## config.mk

```make
export PLATFORM = sky130hd
export DESIGN_NAME = uart_tx_queue
export DESIGN_NICKNAME = d
export VERILOG_FILES = /design/src/rtl/uart_tx_queue.sv
export SDC_FILE = /design/constraint.sdc
export NUM_CORES = 1
export LEC_CHECK = 0
export ABC_AREA = 1
export CORE_ASPECT_RATIO = 0.7
export CORE_UTILIZATION = 33
export DETAILED_ROUTE_END_ITERATION = 10
export GPL_ROUTABILITY_DRIVEN = 0
export PLACE_DENSITY_LB_ADDON = 0.05
export SLEW_MARGIN = 15
export SYNTH_ARGS = -nofsm -noshare
export SYNTH_HDL_FRONTEND = slang
export SYNTH_SLANG_ARGS = --single-unit
export TNS_END_PERCENT = 10
```

## constraint.sdc

```tcl
create_clock -name clk -period 2.6 [get_ports clk]
set_clock_uncertainty 0.15 [all_clocks]
set_input_delay 0.78 -clock clk [delete_from_list [all_inputs] [get_ports clk]]
set_output_delay 0.78 -clock clk [all_outputs]
set_load 0.01 [all_outputs]
```

## src/rtl/uart_tx_queue.sv

```systemverilog
// uart_tx_queue: FIFO feeder that hands queued words to the UART transmitter one packet at a time.
// Define UART_TXQ_TIMEOUT_EN to bound the wait for busy in REQ and expose the sticky timeout_err flag.
module uart_tx_queue #(
  parameter int PACKET_SIZE = 16,
  parameter int DEPTH       = 8,
  parameter int GAP_CYCLES  = 200,
  parameter int ACK_TIMEOUT = 4096
) (
  input  logic                         clk,
  input  logic                         rst,
  input  logic [PACKET_SIZE-1:0]       wr_data,
  input  logic                         wr_en,
  output logic                         full,
  output logic                         empty,
  output logic [$clog2(DEPTH+1)-1:0]   count,
  output logic [PACKET_SIZE-1:0]       tx_data,
  output logic                         tx_send,
  input  logic                         tx_busy,
  output logic [15:0]                  sent_cnt
`ifdef UART_TXQ_TIMEOUT_EN
  ,
  output logic                         timeout_err
`endif
);
  localparam int PW = $clog2(DEPTH);
  localparam int CW = $clog2(DEPTH + 1);
  localparam int GW = $clog2(GAP_CYCLES + 1);

  typedef enum logic [2:0] {IDLE, LOAD, REQ, BUSY, GAP} stateT;

  stateT                  state, stateNext;
  logic [PACKET_SIZE-1:0] mem [DEPTH];
  logic [PW-1:0]          wrPtr, rdPtr;
  logic [CW-1:0]          countNext;
  logic [GW-1:0]          gapCnt;
  logic                   doPush, doPop, ackExpired;

  // LOAD is only reached from IDLE with a non-empty queue, so the pop never underflows
  assign doPop  = (state == LOAD);
  assign doPush = wr_en && (!full || doPop);

  always_comb begin
    countNext = count;
    if (doPush && !doPop)
      countNext = count + 1'b1;
    else if (doPop && !doPush)
      countNext = count - 1'b1;
  end

  always_ff @(posedge clk) begin
    if (doPush)
      mem[wrPtr] <= wr_data;
  end

  always_ff @(posedge clk or posedge rst) begin
    if (rst) begin
      wrPtr <= '0;
      rdPtr <= '0;
      count <= '0;
      empty <= 1'b1;
      full  <= 1'b0;
    end else begin
      if (doPush)
        wrPtr <= wrPtr + 1'b1;
      if (doPop)
        rdPtr <= rdPtr + 1'b1;
      count <= countNext;
      empty <= (countNext == '0);
      full  <= (countNext == CW'(DEPTH));
    end
  end

  always_ff @(posedge clk or posedge rst) begin
    if (rst)
      state <= IDLE;
    else
      state <= stateNext;
  end

  always_comb begin
    stateNext = state;
    case (state)
      IDLE: if (!empty) stateNext = LOAD;
      LOAD: stateNext = REQ;
      REQ: begin
        if (tx_busy)
          stateNext = BUSY;
        else if (ackExpired)
          stateNext = GAP;
      end
      BUSY: if (!tx_busy) stateNext = GAP;
      // counter reaches zero on the exit edge, leaving GAP_CYCLES-1 cycles in GAP
      GAP: if (gapCnt <= GW'(1)) stateNext = IDLE;
      default: stateNext = IDLE;
    endcase
  end

  always_ff @(posedge clk or posedge rst) begin
    if (rst) begin
      tx_data  <= '0;
      tx_send  <= 1'b0;
      sent_cnt <= '0;
      gapCnt   <= '0;
    end else begin
      tx_send <= (stateNext == REQ);
      if (doPop)
        tx_data <= mem[rdPtr];
      if (state == BUSY && !tx_busy)
        sent_cnt <= sent_cnt + 16'd1;
      if (state != GAP && stateNext == GAP)
        gapCnt <= GW'(GAP_CYCLES - 1);
      else if (state == GAP && gapCnt != '0)
        gapCnt <= gapCnt - 1'b1;
    end
  end

`ifdef UART_TXQ_TIMEOUT_EN
  localparam int AW = (ACK_TIMEOUT > 1) ? $clog2(ACK_TIMEOUT) : 1;
  logic [AW-1:0] ackCnt;

  assign ackExpired = (ackCnt == AW'(ACK_TIMEOUT - 1));

  always_ff @(posedge clk or posedge rst) begin
    if (rst) begin
      ackCnt      <= '0;
      timeout_err <= 1'b0;
    end else begin
      if (state == LOAD)
        ackCnt <= '0;
      else if (state == REQ)
        ackCnt <= ackCnt + 1'b1;
      if (state == REQ && !tx_busy && ackExpired)
        timeout_err <= 1'b1;
    end
  end
`else
  assign ackExpired = 1'b0;
`endif

endmodule

```

After elaboration in Yosys (flattened, before gate mapping)

Memories as Yosys holds them, arrays and structs flattened. A register that Yosys moved wholly into a read port is not among the register bits.
Cells that the tools add are included.
Widths: inputs -> output; s select.

Register bits: 40
Word-level logic and storage cells: 51
Input bits: 20
Memory bits (writable): 128
Memories kept: 1

Reduce and logical (&&, ||, !) cells: 15
Magnitude comparators: 1
Equal/unequal tests: 8
Muxes and demuxes: 11
Add/subtract/negate cells: 6

Memory list:

| name | words | bits a word | read ports | clocked after memory_dff | wr ports | line | source |
|---|---|---|---|---|---|---|---|
| mem  | 8     | 16          | 1          | 1                        | 1        | 32   | `logic [PACKET_SIZE-1:0] mem [DEPTH];` |

Operators with widths:

| operator              | count |
|---|---|
| $add 16x1->16 const B | 1 |
| $mux 8                | 2 |
| $pmux 3 s5            | 1 |
| $mux 3                | 4 |
| $eq 3x2->1 const B    | 3 |
| $le 8x1->1 const B    | 1 |
| $mux 4                | 2 |
| $reduce_bool 8->1     | 1 |
| $sub 8x1->8 const B   | 1 |
| $add 3x1->3 const B   | 2 |
| $eq 3x3->1 const B    | 2 |
| $logic_and 1x1->1     | 6 |
| $add 4x1->4 const B   | 1 |
| $eq 4x4->1 const B    | 1 |
| $logic_not 1->1       | 4 |
| $logic_not 4->1       | 1 |
| $sub 4x1->4 const B   | 1 |
| $eq 3x1->1 const B    | 1 |
| $logic_not 3->1       | 1 |
| $ne 3x3->1 const B    | 1 |
| $mux 1                | 2 |
| $reduce_bool 2->1     | 1 |
| $logic_or 1x1->1      | 1 |

Logic depth before layout (Yosys ltp)

Gate-level depths: netlist of the first run.

Depth after elaboration: 8
Mapped depth: 10
Gate-level depth less buffers: 10

Worst setup path after synthesis of the first run

Ideal clock, no wire load.

Kind: input -> register
From: in wr_en
To: mem mem[0][0] (enable)
Buffers on the path: 0
Required time: 2062 ps
Path slack: 240 ps
Stages on the path: 3
Arrival: 1822 ps
Cell sequence: o21ai_1 -> or2_1 -> nor2_1

Cells in the longest elaborated chain, start to end: 3

RTL lines:

| element                      | line | source |
|---|---|---|
| start, declared              | 12   | `input logic wr_en,` |
| $logic_and 1x1->1            | 40   | `assign doPush = wr_en && (!full \|\| doPop);` |
| $mux 1                       | 51   | `if (doPush)` |
| $mux 1 (not written as such) | 52   | `mem[wrPtr] <= wr_data;` |
| end, declared                | 32   |  |

Every way passes these cells.

Worst setup path in the final report of the first run

From: reg empty
To: out empty

RTL lines:

| element                | line | source |
|---|---|---|
| start, declared        | 14   | `output logic empty,` |
| start signal, assigned | 68   | `empty <= (countNext == '0);` |

No word-level cell between the ends.

==> flow_summary_export.csv, run 1 <==
group,metric,value,unit
run_status,status,"completed",
critical_path,crit_path_start_kind,"flop",
detailed_routing,vias,5136,
cts,numCtsBuffers,17,
detailed_routing,ant_nets,0,
die,dieArea,0.02396,mm^2
detailed_routing,drt-total-wl,19.27,mm
die,fp.dieH,129.8,um
cts,post_cts_resize_count,0,
cts,tritoncts,"built",
job,drv_cap,0,
synth,ys_ff_latch,184,
timing,period_minus_slack,2449,ps
cts,cts_hold_buf,0,
timing,hold_viol_final,0,
power,peakVddDrop,0.0005611,V
final_layout,layout-drive-gt1-share,9.173,%
detailed_routing,firstDrtPassIters,5,
critical_path,cp-end-kind,"output pin",
critical_path,cp_max_fo,2,
critical_path,endpoint,"empty",
synth,seq_area_frac_synth,68.11,%
final_layout,nNetsFinal,788,
synth,syn_nets,717,
cts,clk_pin_slew_worst_paths,70,ps
die,coreArea,0.02279,mm^2
detailed_routing,vias_per_cell,4.729,
detailed_routing,drtIter0Drc,457,
cts,cts_sinks,184,
critical_path,critPathLaunch,"empty",
final_layout,final_cell_count_no_fill,1086,
timing,maxSlewHeadroom,53.61,%
timing,setup_viol,0,
critical_path,crit_family,"flip-flops",
cts,cts.path.max_buffers,2,
final_layout,mostFrequentLayoutCell,"edfxtp_1",
final_layout,layout_common_cells,"128 x edfxtp_1, 125 x nor2_1, 111 x nand2_1",
critical_path,crit_arrival,1520,ps
critical_path,criticalPathCategory,"flop to output pin",
critical_path,cp_slowest_cell,"dfstp_2",
synth,syn_avg_cell_area,11.16,um^2
timing,slew_violations,0,
detailed_routing,drc,0,
cts,clock_latency,440,ps
power,powerDensity,1074,mW/mm^2
synth,synthCells,690,
critical_path,critPathRequiredTime,1670,ps
die,rows,46,
synth,yosysUniqueCellTypes,35,
cts,clockRootBuffer,"clkbuf_16",
die,fp.dieW,184.6,um
power,p_leak,3.523,nW
global_routing,overflow,0,
global_routing,grt_max_degree,67,
synth,yosys_warnings,0,
timing,fmax,408.4,MHz
die,start_util,33.79,%
critical_path,timing.rr.end,"mem[6][6]",
placement,dp_hpwl,12.77,mm
global_routing,first_global_vias,4972,
die,ios,59,
timing,post-route-period-util,94.19,%
final_layout,fin_util,40.82,%
critical_path,r2r_start,"state[2]",
cts,htreeDepth,4,
critical_path,crit_path_max_incr_delay,550,ps
critical_path,cp.depth,1,
final_layout,num_antenna_cells,0,
critical_path,reg2reg_depth,5,
critical_path,path_cells,"clkdlybuf4s50_1",
timing,rsz0062_at_grt,"false",
worst_hold_path,min_path_type,"flop to flop",
detailed_routing,wl_per_cell,17.74,um
timing,worst_pin_slew,691.5,ps
critical_path,r2r_slack,500,ps
placement,port-buffer-count,58,
cts,postCtsSetupBuffers,0,
final_layout,syn2layout_area_growth,20.79,%
synth,synth_area,0.007702,mm^2
global_routing,grt_usage,17.21,%
global_routing,grt_pass1_wl,29.95,mm
critical_path,path_buf_inv,1,
global_routing,antenna_found_initial,0,
placement,dp_cells,1054,
-- report_power, final --
part | internal, mW | leakage, nW | switching, mW
registers | 3.76 | 1.84 | 0.309
logic | 1.28 | 1.44 | 2.26
clock network | 1.22 | 0.247 | 1.15
-- routing by layer --
layer	GRT usage [%]	part of all wire [%]	vias up
met5	0	0	-
met3	3.489	4.2	19
li1	-	-	2518
met2	23.49	41	107
met1	26.73	53	2492
met4	5.931	1.2	0
-- metrics by stage --
step	worst slack (ps)	TNS (ps)	power (mW)	instance area, um^2	hold slack, ps
final	151.1	0	9.996	9304	329.7
after global routing	68.43	0	10.68	9304	354.0
after CTS	122.6	0	10.14	9304	335.5
after detailed placement	-116.6	-5960	7.726	8773	315.9
after global placement	-129.1	-6718	7.699	8773	314.4
after floorplan	239.5	0	6.256	7702	322.1
-- registers in the layout, summed over array words and instances (netlist names) --
register and count:
tx_data 16, empty 1, mem 128, rdPtr 3, gapCnt 8, state 3, sent_cnt 16, tx_send 1
wrPtr 3, count 4, full 1
-- Yosys cell counts --
| master | instances | area (um^2) |
|---|---|---|
| a21oi_1 | 2 | 10.01 |
| nand2_8 | 1 | 20.02 |
| nand3b_1 | 3 | 22.52 |
| nor3b_1 | 1 | 7.510 |
| nor2_1 | 125 | 469.2 |
| nand3_4 | 1 | 17.52 |
| nor3_4 | 1 | 16.27 |
| o21bai_1 | 1 | 7.510 |
| and3_1 | 1 | 6.260 |
| o21ai_0 | 70 | 350.3 |
| o211ai_1 | 32 | 240.2 |
| inv_1 | 36 | 135.1 |
| xnor2_1 | 3 | 26.28 |
| buf_1 | 4 | 15.01 |
| edfxtp_1 | 128 | 3844 |
| nor3_1 | 12 | 60.06 |
| clkinv_1 | 1 | 3.750 |
| nand2_2 | 1 | 6.260 |
| xor2_1 | 15 | 131.4 |
| nor4_1 | 1 | 6.260 |
| o21ai_1 | 5 | 25.02 |
| nor2_2 | 3 | 18.77 |
| buf_2 | 11 | 55.05 |
| nor2_4 | 2 | 22.52 |
| dfrtp_1 | 55 | 1376 |
| nand2_1 | 111 | 416.7 |
| clkbuf_1 | 14 | 52.55 |
| ha_1 | 7 | 87.58 |
| nor3_2 | 1 | 10.01 |
| or2_1 | 3 | 18.77 |
| nand3_1 | 30 | 150.1 |
| nand4_1 | 2 | 12.51 |
| inv_2 | 4 | 15.01 |
| dfstp_2 | 1 | 26.28 |
| nand3_2 | 2 | 20.02 |
-- area by class of cell --
type | instances | area, um^2
Clock buffer | 18 | 429.2
Sequential cell | 184 | 5246
Timing Repair Buffer | 81 | 803.3
Multi-Input combinational cell | 436 | 2180
Clock inverter | 14 | 101.3
Tap cell | 312 | 390.4
Fill cell | 2212 | 13490
Inverter | 41 | 153.9
-- worst min-delay path by stage --
stage | startpoint | to | slack [ps] | depth (start not counted)
floorplan | gapCnt[7] | gapCnt[7] | 320 | 2
global placement | tx_data[13] | tx_data[13] | 310 | 2
detailed placement | tx_data[15] | tx_data[15] | 320 | 2
CTS | tx_data[15] | tx_data[15] | 340 | 2
global route | tx_data[15] | tx_data[15] | 350 | 2
finish | tx_data[15] | tx_data[15] | 330 | 2
-- kinds of logic (layout without fill, tap and decap cells) --
| kind of cell | count (synthesis) | after routing | share of synthesized area (%) |
|---|---|---|---|
| XOR/XNOR | 18 | 18 | 2.047 |
| AO/OA/AOI/OAI | 110 | 110 | 8.220 |
| AND/OR/NAND/NOR | 301 | 301 | 16.89 |
| adder cells (fa/ha/maj) | 7 | 7 | 1.137 |
| flip-flops | 184 | 184 | 68.11 |
| buffers and inverters | 70 | 154 | 3.590 |
(Power assumes the default switching activity.)
==> inputs of run 2 (changes only) <==
Settings changed: CAP_MARGIN from default to 20, CTS_BUF_LIST from default to sky130_fd_sc_hd__clkbuf_8.
==> flow_summary_export.csv, run 2 (same netlist as run 1, synthesis figures left out) <==
group,metric,value,unit
cts,tritoncts,"built",
timing,setup_slack,110.5,ps
final_layout,regMostFlops,"mem",
global_routing,first_global_vias,4972,
power,p_leak,3.440,nW
final_layout,num_antenna_cells,0,
power,clkPwrFrac,18.5,%
global_routing,grt_pass1_wl,30.01,mm
critical_path,crit_family,"flip-flops",
die,ios,59,
cts,postCtsSetupBuffers,0,
global_routing,antenna_found_initial,0,
critical_path,crit_path_max_incr_delay,560,ps
critical_path,path_buf_inv,1,
cts,cts.path.max_buffers,2,
critical_path,criticalPathCategory,"flop to output pin",
power,p_int,5.700,mW
placement,dp_cells,1054,
placement,dp_hpwl,12.77,mm
die,dieArea,0.02396,mm^2
critical_path,cp_max_fo,2,
cts,clk_pin_slew_worst_paths,100,ps
critical_path,cp_slowest_cell,"dfstp_2",
detailed_routing,firstDrtPassIters,8,
cts,cts_hold_buf,0,
cts,cts_sinks,184,
die,rows,46,
timing,post-route-period-util,95.75,%
critical_path,r2r_slack,480,ps
final_layout,multi_input_area,0.002180,mm^2
timing,hold_slack,337.1,ps
cts,clockRootBuffer,"clkbuf_8",
placement,placed_area,0.008773,mm^2
detailed_routing,drtIter0Drc,413,
timing,setup_viol,0,
run_status,violations,"DRC",
placement,port-buffer-count,58,
timing,fmax,401.7,MHz
final_layout,final_cell_count_no_fill,1086,
critical_path,critPathRequiredTime,1670,ps
detailed_routing,vias,5134,
critical_path,cp-end-kind,"output pin",
final_layout,layout-drive-gt1-share,9.173,%
global_routing,grt_max_degree,67,
timing,rsz0062_at_grt,"false",
timing,slew_violations,0,
die,coreArea,0.02279,mm^2
cts,post_cts_resize_count,0,
cts,htreeDepth,4,
timing,maxSlewHeadroom,53.10,%
final_layout,area.sequential,0.005246,mm^2
final_layout,num-fill-cells,2230,
final_layout,syn2layout_area_growth,18.31,%
detailed_routing,wl_per_cell,17.81,um
die,start_util,33.79,%
detailed_routing,drc,1,
final_layout,largest_reg_flops,128,
final_layout,layout_common_cells,"128 x edfxtp_1, 125 x nor2_1, 111 x nand2_1",
power,peakVddDrop,0.0004145,V
cts,numCtsBuffers,17,
cts,clock_latency,470,ps
timing,period_minus_slack,2490,ps
final_layout,reg.largest.list,"mem: 128 flops, sent_cnt: 16 flops, tx_data: 16 flops",
run_status,status,"finished, violations left",
final_layout,nNetsFinal,788,
critical_path,crit_path_start_kind,"flop",
power,p_sw_share,39.12,%
timing,hold_viol_final,0,
final_layout,fin_util,39.98,%
final_layout,postLayoutCellArea,0.009112,mm^2
global_routing,overflow,0,
critical_path,crit_arrival,1560,ps
placement,place_ws,-116.6,ps
detailed_routing,vias_per_cell,4.727,
job,drv_cap,0,
die,fp.dieH,129.8,um
final_layout,mostFrequentLayoutCell,"edfxtp_1",
timing,worst_pin_slew,699.1,ps
critical_path,path_cells,"clkdlybuf4s50_1",
worst_hold_path,min_path_type,"flop to flop",
die,fp.dieW,184.6,um
detailed_routing,ant_nets,0,
power,p_seq_share,43.4,%
power,power.share.combinational,38.1,%
detailed_routing,drt-total-wl,19.34,mm
power,power.switching,3.663,mW
global_routing,grt_usage,17.13,%
power,powerDensity,1028,mW/mm^2
==> run 2: path summary, 6_finish.rpt <==
kind,from,endpoint,cells past startpoint
setup / recovery,empty,empty,1
hold / removal,tx_data[15],tx_data[15],2
setup reg to reg,state[2],mem[4][3],5
hold reg to reg,tx_data[15],tx_data[15],2
max in group asynchronous,rst,tx_data[0],3
min in group asynchronous,rst,count[3],2
==> run 2: metal layers <==
metal	track usage [%]	part of all wire, %
met1	26.79	54
met2	23.60	42
met3	3.824	3.4
met4	4.314	0.95
met5	0	0
==> run 2: per-stage QoR <==
| stage | total power [mW] | TNS [ps] |
|---|---|---|
| 3_5_place_dp | 7.726 | -5960 |
| 5_1_grt | 10.03 | 0 |
| 6_report | 9.363 | 0 |
| 4_1_cts | 9.487 | 0 |
| 2_1_floorplan | 6.256 | 0 |
| 3_3_place_gp | 7.699 | -6718 |
==> run 2: cell type report <==
class	instances	share of cell area, %
clock buffer	17	2.568
clock inverter	15	1.153
inverter	41	1.689
multi-input combinational	436	23.92
sequential	184	57.57
tap	312	4.284
timing repair buffer	81	8.815
==> run 2: power by group through the flow <==
stage                     Clock [mW]  Sequential (mW)  Combinational [mW]
final                           1.74             4.06                3.56
after global routing            1.90             4.13                4.00
after CTS                       1.80             4.07                3.62
after floorplan                    0             4.17                2.09
after detailed placement           0             4.13                3.59
after global placement             0             4.12                3.57
==> inputs of run 3 (changes only) <==
Settings changed: ABC_CLOCK_PERIOD_IN_PS from default to 2600, CORE_ASPECT_RATIO 0.7 to 1.75, GPL_TIMING_DRIVEN from default to 0.
==> flow_summary_export.csv, run 3 (same netlist as run 1, synthesis figures left out) <==
group,metric,value,unit
cts,clock_latency,460,ps
detailed_routing,firstDrtPassIters,5,
final_layout,layout_common_cells,"128 x edfxtp_1, 117 x nor2_1, 111 x nand2_1",
cts,numCtsBuffers,17,
power,p_leak,3.445,nW
final_layout,syn2layout_area_growth,18.79,%
timing,slew_violations,0,
die,fp.dieH,204.1,um
cts,clockRootBuffer,"clkbuf_8",
final_layout,largest_reg_flops,128,
die,fp.dieW,117.5,um
global_routing,overflow,0,
cts,postCtsSetupBuffers,0,
detailed_routing,drtIter0Drc,285,
job,drv_cap,0,
final_layout,layout-drive-gt1-share,9.518,%
final_layout,mostFrequentLayoutCell,"edfxtp_1",
timing,setup_viol,0,
detailed_routing,wl_per_cell,18.02,um
cts,htreeDepth,4,
power,total_power,9.577,mW
detailed_routing,vias,5220,
final_layout,num-fill-cells,2255,
timing,hold_viol_final,0,
timing,period_minus_slack,2540,ps
cts,cts.path.max_buffers,2,
critical_path,cp-end-kind,"flop",
timing,rsz0062_at_grt,"false",
critical_path,critPathRequiredTime,2620,ps
critical_path,criticalPathCategory,"input pin to flop",
global_routing,first_global_vias,5298,
cts,cts_sinks,184,
global_routing,antenna_found_initial,0,
cts,post_cts_resize_count,0,
run_status,status,"completed",
detailed_routing,vias_per_cell,4.798,
timing,maxSlewHeadroom,49.54,%
power,powerDensity,1047,mW/mm^2
detailed_routing,drc,0,
global_routing,grt_max_degree,57,
timing,setup_slack,59.59,ps
final_layout,num_antenna_cells,0,
power,peakVddDrop,0.0003941,V
critical_path,cp_max_fo,9,
die,start_util,33.73,%
die,dieArea,0.02398,mm^2
detailed_routing,drt-total-wl,19.60,mm
die,ios,59,
final_layout,multi_input_area,0.002200,mm^2
detailed_routing,ant_nets,0,
final_layout,reg.largest.list,"mem: 128 flops, sent_cnt: 16 flops, tx_data: 16 flops",
worst_hold_path,min_path_type,"flop to flop",
timing,worst_pin_slew,756.9,ps
cts,tritoncts,"built",
final_layout,regMostFlops,"mem",
timing,post-route-period-util,97.71,%
placement,port-buffer-count,58,
die,coreArea,0.02283,mm^2
cts,cts_hold_buf,0,
critical_path,crit_path_start_kind,"input pin",
global_routing,grt_usage,17.27,%
placement,place_ws,-418.1,ps
placement,dp_hpwl,14.01,mm
critical_path,crit_arrival,2560,ps
die,rows,73,
global_routing,grt_pass1_wl,30.48,mm
final_layout,area.sequential,0.005246,mm^2
cts,clk_pin_slew_worst_paths,100,ps
final_layout,nNetsFinal,802,
timing,fmax,393.6,MHz
[run 3: changes by cell type in the layout (fill, tap and decap cells not counted), moves of 3 or more]
cell	change
buf_2	+11
buf_12	-4
buf_6	+3
nor2_2	+8
buf_1	+4
clkinvlp_4	-3
buf_8	+5
clkbuf_1	+14
buf_4	-19
nor2_1	-8
[run 3: worst max-delay path, cell delays in order]
cell	delay [ps]
clkdlybuf4s50_1	570
o21ai_1	130
or2_1	330
nor2_2	510
buf_6	240
[run 3: path summary, 6_finish.rpt]
path                                  start           to  slack (ps)  cells after the start
worst min-delay path            tx_data[13]  tx_data[13]         340                      2
worst min register to register  tx_data[13]  tx_data[13]         340                      2
worst max-delay path                  wr_en   mem[0][11]          60                      5
min in group asynchronous               rst     count[3]         620                      2
max in group asynchronous               rst    gapCnt[0]        1190                      2
worst max register to register     state[2]   mem[0][11]         210                      5
[run 3: metrics by stage]
step | setup TNS [ps] | hold WS (ps) | utilization, % | cell area (um^2) | std cells
after global placement | -179710 | 317.4 | 37.92 | 8658 | 1048
after detailed placement | -28680 | 318.7 | 38.49 | 8790 | 1056
final | 0 | 335.3 | 40.07 | 9150 | 1088
after CTS | 0 | 344.5 | 40.07 | 9150 | 1088
after floorplan | 0 | 322.1 | - | 7702 | 690
after global routing | 0 | 367.8 | 40.07 | 9150 | 1088
[run 3: report_power, final]
group | total [mW] | switching [mW] | internal (mW) | leakage [nW]
sequential | 4.07 | 0.315 | 3.76 | 1.84
clock | 1.82 | 1.06 | 0.759 | 0.182
combinational | 3.69 | 2.39 | 1.30 | 1.43
[run 3: layer usage]
metal | vias up | share of wire, % | global-route usage [%]
met1 | 2548 | 39 | 18.59
met5 | - | 0 | 0
li1 | 2537 | - | -
met2 | 111 | 56 | 32.54
met4 | 0 | 2.2 | 7.280
met3 | 24 | 3.1 | 3.488
[run 3: layout make-up]
type,count,share of cell area (%)
timing repair buffer,66,7.535
inverter,41,1.709
buffer,29,1.340
multi-input combinational,436,24.04
clock buffer,17,2.557
sequential,184,57.34
clock inverter,15,1.381
tap,300,4.102
